--- config.mk ---
export PLATFORM = sky130hd
export DESIGN_NAME = design_switch_sequencer
export DESIGN_NICKNAME = d
export VERILOG_FILES = /design/src/rtl/design_switch_sequencer.sv
export SDC_FILE = /design/constraint.sdc
export NUM_CORES = 1
export LEC_CHECK = 0
export CAP_MARGIN = 15
export CORE_ASPECT_RATIO = 2
export CORE_MARGIN = 1
export CORE_UTILIZATION = 35
export CTS_CLUSTER_SIZE = 12
export DETAILED_ROUTE_END_ITERATION = 8
export HOLD_SLACK_MARGIN = 0.1
export PLACE_DENSITY = 0.65
export SYNTH_ARGS = -nofsm -noshare
export SYNTH_HDL_FRONTEND = slang
export SYNTH_SLANG_ARGS = --single-unit
export TNS_END_PERCENT = 10
--- constraint.sdc ---
create_clock -name clk -period 2.1 [get_ports clk]
set_clock_uncertainty 0.05 [all_clocks]
set_input_delay 0.42 -clock clk [delete_from_list [all_inputs] [get_ports clk]]
set_output_delay 0.42 -clock clk [all_outputs]
set_load 0.02 [all_outputs]
--- src/rtl/design_switch_sequencer.sv ---
// design_switch_sequencer: controlled handover of the active student design.
// Drains the Wishbone bus, isolates shared outputs and reset-pulses the new design.
//
// Ports:
//   clk, rst          - clock, synchronous active-high reset
//   design_select     - requested design (0 or > NUM_PROJECTS means none)
//   wbs_cyc_i         - Wishbone cycle in progress
//   active_select     - design currently routed by the output mux (0 = none)
//   designs_cs        - active-low chip selects, [NUM_PROJECTS:1]
//   designs_n_rst     - active-low design resets, [NUM_PROJECTS:1]
//   isolate           - force shared outputs to their safe values
//   switch_busy       - handover in progress
//   drain_timeout     - one-cycle pulse when the bus drain wait expired

module design_switch_sequencer #(
    parameter int NUM_PROJECTS  = 13,
    parameter int RST_CYCLES    = 8,
    parameter int DRAIN_TIMEOUT = 256
) (
    input  logic                  clk,
    input  logic                  rst,
    input  logic [3:0]            design_select,
    input  logic                  wbs_cyc_i,
    output logic [3:0]            active_select,
    output logic [NUM_PROJECTS:1] designs_cs,
    output logic [NUM_PROJECTS:1] designs_n_rst,
    output logic                  isolate,
    output logic                  switch_busy,
    output logic                  drain_timeout
);

    localparam int CNT_MAX =
        (RST_CYCLES > DRAIN_TIMEOUT) ? RST_CYCLES : DRAIN_TIMEOUT;
    localparam int CW = $clog2(CNT_MAX + 1);

    localparam logic [CW-1:0] DRAIN_LAST = CW'(DRAIN_TIMEOUT);
    localparam logic [CW-1:0] HOLD_LAST  = CW'(RST_CYCLES - 1);
    localparam logic [4:0]    NP         = 5'(NUM_PROJECTS);

    typedef enum logic [2:0] {
        RUN,
        DRAIN,
        ISOLATE,
        RESET_HOLD,
        RELEASE
    } state_t;

    state_t                state_q;
    state_t                state_d;
    logic [3:0]            req_q;
    logic [3:0]            req_d;
    logic [3:0]            active_q;
    logic [3:0]            active_d;
    logic [3:0]            target_q;
    logic [3:0]            target_d;
    logic [CW-1:0]         cnt_q;
    logic [CW-1:0]         cnt_d;
    logic [NUM_PROJECTS:1] cs_q;
    logic [NUM_PROJECTS:1] cs_d;
    logic [NUM_PROJECTS:1] nrst_q;
    logic [NUM_PROJECTS:1] nrst_d;
    logic                  iso_q;
    logic                  iso_d;
    logic                  busy_q;
    logic                  busy_d;
    logic                  dto_q;
    logic                  dto_d;

    // slot that owns cs/n_rst in the next cycle, and whether it runs
    logic [3:0]            slot;
    logic                  slot_run;
    logic                  connected;

    // out-of-range requests collapse to "no design"
    always_comb begin
        req_d = design_select;
        if ({1'b0, design_select} > NP) begin
            req_d = 4'd0;
        end
    end

    always_comb begin
        state_d  = state_q;
        active_d = active_q;
        target_d = target_q;
        cnt_d    = '0;
        dto_d    = 1'b0;

        unique case (state_q)
            RUN: begin
                if (req_q != active_q) begin
                    target_d = req_q;
                    state_d  = DRAIN;
                end
            end
            DRAIN: begin
                if (!wbs_cyc_i || (active_q == 4'd0)) begin
                    state_d = ISOLATE;
                end else if (cnt_q == DRAIN_LAST) begin
                    state_d = ISOLATE;
                    dto_d   = 1'b1;
                end else begin
                    cnt_d = cnt_q + 1'b1;
                end
            end
            ISOLATE: begin
                active_d = target_q;
                if (target_q == 4'd0) begin
                    state_d = RUN;
                end else begin
                    state_d = RESET_HOLD;
                end
            end
            RESET_HOLD: begin
                if (cnt_q == HOLD_LAST) begin
                    state_d = RELEASE;
                end else begin
                    cnt_d = cnt_q + 1'b1;
                end
            end
            RELEASE: begin
                state_d = RUN;
            end
            default: begin
                state_d = RUN;
            end
        endcase
    end

    // outputs are decoded from the next state so they register with it
    always_comb begin
        slot      = 4'd0;
        slot_run  = 1'b1;
        connected = 1'b0;

        unique case (1'b1)
            (state_d == RUN) || (state_d == DRAIN): begin
                slot      = active_d;
                connected = (active_d != 4'd0);
            end
            (state_d == RESET_HOLD): begin
                slot     = target_d;
                slot_run = 1'b0;
            end
            (state_d == RELEASE): begin
                slot = target_d;
            end
            default: begin
                slot = 4'd0;
            end
        endcase

        iso_d  = !connected;
        busy_d = (state_d != RUN);

        cs_d   = '1;
        nrst_d = '0;
        for (int i = 1; i <= NUM_PROJECTS; i++) begin
            if (slot == 4'(i)) begin
                cs_d[i]   = 1'b0;
                nrst_d[i] = slot_run;
            end
        end
    end

    always_ff @(posedge clk) begin
        if (rst) begin
            state_q  <= RUN;
            req_q    <= 4'd0;
            active_q <= 4'd0;
            target_q <= 4'd0;
            cnt_q    <= '0;
            cs_q     <= '1;
            nrst_q   <= '0;
            iso_q    <= 1'b1;
            busy_q   <= 1'b0;
            dto_q    <= 1'b0;
        end else begin
            state_q  <= state_d;
            req_q    <= req_d;
            active_q <= active_d;
            target_q <= target_d;
            cnt_q    <= cnt_d;
            cs_q     <= cs_d;
            nrst_q   <= nrst_d;
            iso_q    <= iso_d;
            busy_q   <= busy_d;
            dto_q    <= dto_d;
        end
    end

    assign active_select = active_q;
    assign designs_cs    = cs_q;
    assign designs_n_rst = nrst_q;
    assign isolate       = iso_q;
    assign switch_busy   = busy_q;
    assign drain_timeout = dto_q;

endmodule

* Word level (Yosys, flattened, before mapping)
Cells that the tools add are included.
Operators by class: muxes and demuxes 30, equal/unequal tests 22, magnitude comparators 1, bitwise gates (word level) 14, add/subtract/negate cells 1, reductions and logical operators 26
Operator list (count):
- $reduce_or 2->1 | 15
- $mux 9 | 3
- $eq 4x4->1 const B | 6
- $pmux 9 s2 | 1
- $eq 4x3->1 const B | 4
- $mux 1 | 16
- $not 1->1 | 14
- $mux 3 | 4
- $mux 4 | 3
- $pmux 3 s4 | 1
- $add 9x1->9 const B | 1
- $eq 3x2->1 const B | 3
- $eq 9x3->1 const B | 1
- $eq 9x9->1 const B | 1
- $eq 4x2->1 const B | 2
- $logic_not 4->1 | 2
- $pmux 4 s2 | 1
- $eq 3x1->1 const B | 2
- $logic_not 3->1 | 2
- $eq 4x1->1 const B | 1
- $gt 4x4->1 const B | 1
- $ne 4x4->1 | 1
- $reduce_bool 4->1 | 1
- $eq 3x3->1 const B | 1
- other kinds (5) | 7
Word-level totals: flip-flop bits (word level) 53

* Depth between registers and ports, before layout
depth in word-level cells 10, mapped depth 8, gate-level depth less buffers 7

* Worst setup path before layout
Ideal clock, no wire load.
path kind flip-flop to flip-flop, start register active_q[3], in the netlist active_select[3], end register nrst_q (netlist bit designs_n_rst[13]), clock period less this slack 1929 ps, required time 1929 ps, stages on the path, launching flop included 6, arrival 1758 ps, setup time 121 ps, setup slack 171 ps, path through dfxtp_1 xor2_1 o41ai_2 and2_1 o32a_1 nor2_1
On the way: cells in the longest elaborated chain, start to end 10
RTL lines:
- start, declared | RTL line 52 | logic [3:0] active_q;
- start signal, assigned | RTL line 181 | active_q <= active_d;
- $logic_not 4->1 | RTL line 97 | if (!wbs_cyc_i || (active_q == 4'd0)) begin
- $logic_or 1x1->1 | RTL line 97
- $mux 3 | RTL line 97
- $pmux 3 s4 | RTL line 89 | unique case (state_q)
- $eq 3x2->1 (tied with other cells) | RTL line 141 | (state_d == RESET_HOLD): begin
- $reduce_or 2->1 (no source line) or $logic_or 1x1->1 (tied branches)
- $pmux 4 s2 | RTL line 136 | unique case (1'b1)
- $eq 4x4->1 | RTL line 159 | if (slot == 4'(i)) begin
- $not 1->1 (no source line)
- $reduce_or 2->1 (no source line)
- end signal, assigned | RTL line 185 | nrst_q <= nrst_d;
- end, declared | RTL line 60 | logic [NUM_PROJECTS:1] nrst_q;
Several ways; a longest one is shown, not always the timed one. A chain may end at the register's enable or synchronous reset.

* Worst setup path in the final report
start register cnt_q[4], end register nrst_q (netlist bit designs_n_rst[8])
On the way: cells in the longest elaborated chain, start to end 10
RTL lines:
- start, declared | RTL line 56 | logic [CW-1:0] cnt_q;
- start signal, assigned | RTL line 183 | cnt_q <= cnt_d;
- $eq 9x9->1 | RTL line 99 | end else if (cnt_q == DRAIN_LAST) begin
- $mux 3 | RTL line 99
- $mux 3 | RTL line 97
- $pmux 3 s4 (*) | RTL line 89
- $eq 3x2->1 (tied with other cells) | RTL line 141
- $reduce_or 2->1 (no source line) or $logic_or 1x1->1 (tied branches)
- $pmux 4 s2 | RTL line 136
- $eq 4x4->1 | RTL line 159
- $not 1->1 (no source line)
- $reduce_or 2->1 (no source line)
Every way passes the cells marked *; elsewhere a longest branch is shown, timed or not.

==> flow_metrics.py <==
metrics = {
    "timing": {
        "setup_viol": 0,
        "finalCriticalPeriod_ns": 2.028,
        "finalMaxSlewViolations": 0,
        "hold_viol_final": 0,
        "fin_worst_hold_slack_ns": 0.4651,
        "unrepaired_setup_endpoints_after_global_routing": "true",
        "timing.fmax_mhz": 493.2,
        "worst-slew-pin-transition_ns": 0.5019,
        "worst_slew_margin_rel_pct": 66.28,
        "min_period_over_period_pct": 96.55,
        "final.setup.worst_slack_ns": 0.07235,
    },
    "drt": {
        "drt_drc_violations_left": 1,
        "antenna_violating_nets_post_route": 0,
        "drt_first_iter_violations": 64,
        "drt_pre_antenna_iters": 8,
        "detail_route.wirelength_um": 5064,
        "route.vias.total": 1748,
        "vias_per_cell": 5.081,
        "route.detailed.wl_per_inst_um": 14.72,
    },
    "cts": {
        "tritoncts": "yes",
        "cts.clk_slew.worst_paths_ns": 0.06,
        "tritoncts_num_sinks": 53,
        "tritoncts_buffer_count": 5,
        "hold_buffers": 0,
        "clockRootBuffer": "sky130_fd_sc_hd__clkbuf_16",
        "clkLatencyLatePin_ns": 0.29,
        "cts_htree_levels": 2,
        "clk_path_buf_depth": 2,
    },
    "critical_path": {
        "critPathKind": "reg -> reg",
        "setup.worst_path.start_class": "flip-flop",
        "cp.buffers_inverters": 0,
        "cp_data_required_time_ns": 2.27,
        "critical_path.reg2reg.startpoint": "cnt_q[4]",
        "worstPathMaxFanout": 6,
        "crit_chain": "or4_1 -> or4_4 -> o21bai_4 -> nand4_4 -> nor3_2",
        "reg2reg_slack_ns": 0.07,
        "critical-path-slowest-cell": "sky130_fd_sc_hd__or4_4",
        "cp_data_arrival_time_ns": 2.20,
        "worst_r2r_path_depth": 5,
        "critPathMaxStageDelay_ns": 0.53,
        "timing.critical_path.max_delay_family": "simple AND/OR/NAND/NOR gates",
        "end_kind": "flip-flop",
        "worst_r2r_endpoint": "designs_n_rst[8]",
    },
    "pwr": {
        "total_power_w": 0.002315,
        "pwr_density_cell_nw_per_um2": 773.3,
        "peakVddDrop_v": 0.0005374,
        "power.static_leakage_nw": 1.155,
    },
    "global_routing": {
        "grt_max_degree": 16,
        "antenna_found_initial": 0,
        "global_route_wire_length_before_repair_um": 8066,
        "grt_pass1_vias": 1740,
        "gr-total-overflow": 0,
        "gr-usage-all-layers_pct": 17.04,
    },
    "outcome": {
        "run_status": "complete, but fails checks",
        "violated_checks": "design-rule violations",
    },
    "finish": {
        "regArea_um2": 1061,
        "antenna-diode-count": 0,
        "fillers": 592,
        "final_net_count": 289,
        "post_route_cells_drive_above_1_share_pct": 21.71,
        "multiInputGateArea_um2": 1061,
        "flow.area_growth_from_synthesis_pct": 37.45,
        "layout.core_utilization_pct": 49.85,
    },
    "placed_design": {
        "pre_cts_slack_ns": -0.04026,
        "dpl.hpwl_um": 4067,
        "io_buffer_count": 39,
        "place_congestion": 0.9015,
    },
    "logic_synthesis": {
        "synthesis.area_um2": 2178,
        "synth_area_per_cell_um2": 10.18,
        "synthFlopType": "sky130_fd_sc_hd__dfxtp_1",
        "post_syn_nets": 223,
        "edff_count_synth": 0,
        "synth-async-reset-ratio_pct": 0,
        "yosysSeqAreaShare_pct": 48.71,
        "postSynthCellCount": 214,
        "netlist_cell_types": 55,
        "flops_latches_synth": 53,
        "yosys_warnings": 0,
    },
    "die": {
        "core_area_um2": 6006,
        "die_y_extent_um": 113.6,
        "die-area_um2": 6563,
        "die_w_um": 57.79,
        "row_count": 40,
        "initial_utilization_pct": 36.27,
        "num_io_pins": 40,
    },
    "worst_hold_path": {
        "min_delay_path_depth": 2,
        "min_delay_worst_endpoint": "target_q[3]",
        "worst_hold_startpoint": "req_q[3]",
        "worst_hold_path_type": "reg -> reg",
    },
    "job": {
        "maxCapViolCount": 0,
    },
}
==> layout make-up <==
| type | count | share of cell area (%) |
|---|---|---|
| inverters | 8 | 1.003 |
| multi-input cells | 148 | 35.44 |
| well taps | 63 | 2.633 |
| repair buffers | 64 | 19.72 |
| clock buffers | 7 | 4.764 |
| flip-flops and latches | 53 | 35.44 |
| clock inverters | 1 | 1.003 |
==> cells by family after synthesis <==
| family | synth area share (%) |
|---|---|
| AND/OR/NAND/NOR | 23.15 |
| flip-flops | 48.71 |
| AO/OA/AOI/OAI | 16.08 |
| buffers and inverters | 3.158 |
| XOR/XNOR | 4.423 |
| multiplexers | 3.331 |
| adder cells (fa/ha/maj) | 1.149 |
==> worst max-delay path by stage <==
stage / startpoint / end / cells after the start
5_1_grt: cnt_q[4] / designs_n_rst[1] / 5
3_3_place_gp: wbs_cyc_i / designs_cs[12] / 6
6_report: cnt_q[4] / designs_n_rst[8] / 5
4_1_cts: cnt_q[4] / designs_n_rst[8] / 5
2_1_floorplan: active_select[3] / designs_n_rst[13] / 5
3_5_place_dp: wbs_cyc_i / designs_cs[12] / 6
==> tightest hold or removal path, stage by stage (launching register included) <==
cell                      delay (ns)
sky130_fd_sc_hd__dfxtp_1        0.34
sky130_fd_sc_hd__mux2i_1        0.07
sky130_fd_sc_hd__nor2_1         0.07
==> through the flow <==
step / cell area (um2) / setup TNS [ns] / cells
after floorplan: 2178 / 0 / 214
after global placement: 2809 / 0 / 336
after detailed placement: 2809 / -0.1042 / 336
after CTS: 2982 / 0 / 344
after global routing: 2994 / -0.1660 / 344
final: 2994 / 0 / 344
==> synthesized netlist by cell type, drive strengths merged (4+ instances only) <==
cell	instances	area [um2]
a21oi	7	38.79
and2	5	32.53
dfxtp	53	1061
inv	8	30.03
mux2i	5	50.05
nand2	18	67.56
nand3	11	55.05
nor2	24	90.09
nor3	10	75.07
nor3b	4	35.03
o21ai	4	42.54
xor2	10	87.58
==> cells in the final DEF (no fill, tap or decap), drive strengths merged, types with 2 or more instances in the layout <==
master         Yosys  layout
o21ai              4       4
dfxtp             53      53
o211ai             2       2
a21boi             2       2
nand2             18      18
nor2              24      24
clkdlybuf4s50      0      39
ha                 2       2
nor4               3       3
nand3b             3       3
clkbuf             3       7
mux2i              5       5
nand3             11      11
nor3b              4       4
o221ai             2       2
or4                3       3
nor3              10      10
mux2               2       2
nand4              3       3
buf                2      25
a21oi              7       7
o221a              2       2
a211oi             3       3
and2               5       5
o41ai              2       2
a21o               3       3
inv                8       8
a31oi              2       2
xor2              10      10
nor2b              2       2
==> power by group <==
| part | switching, W | internal [W] | total (W) | leakage [nW] |
|---|---|---|---|---|
| combinational | 0.000186 | 0.000154 | 0.000340 | 0.642 |
| clock | 0.000330 | 0.000595 | 0.000925 | 0.0841 |
| sequential | 0.0000201 | 0.00103 | 0.00105 | 0.429 |
==> state kept, by name (all words and copies together), names as in the netlist <==
signal and cells:
designs_cs 13, target_q 4, switch_busy 1, req_q 4
state_q 3, active_select 4, drain_timeout 1, designs_n_rst 13
isolate 1, cnt_q 9
==> repair_timing <==
action                     in CTS  in global routing
setup endpoints to repair       0                 19
buffers inserted                0                  0
gates resized for setup         0                  3
==> routing by layer <==
| metal | global-route usage, % | share of wire (%) | up-vias |
|---|---|---|---|
| met5 | 0 | 0 | - |
| met4 | 13.17 | 6.4 | 0 |
| met3 | 3.741 | 2.9 | 18 |
| met2 | 32.71 | 57 | 46 |
| met1 | 14.15 | 33 | 790 |
| li1 | - | - | 894 |
(Power assumes the default switching activity.)
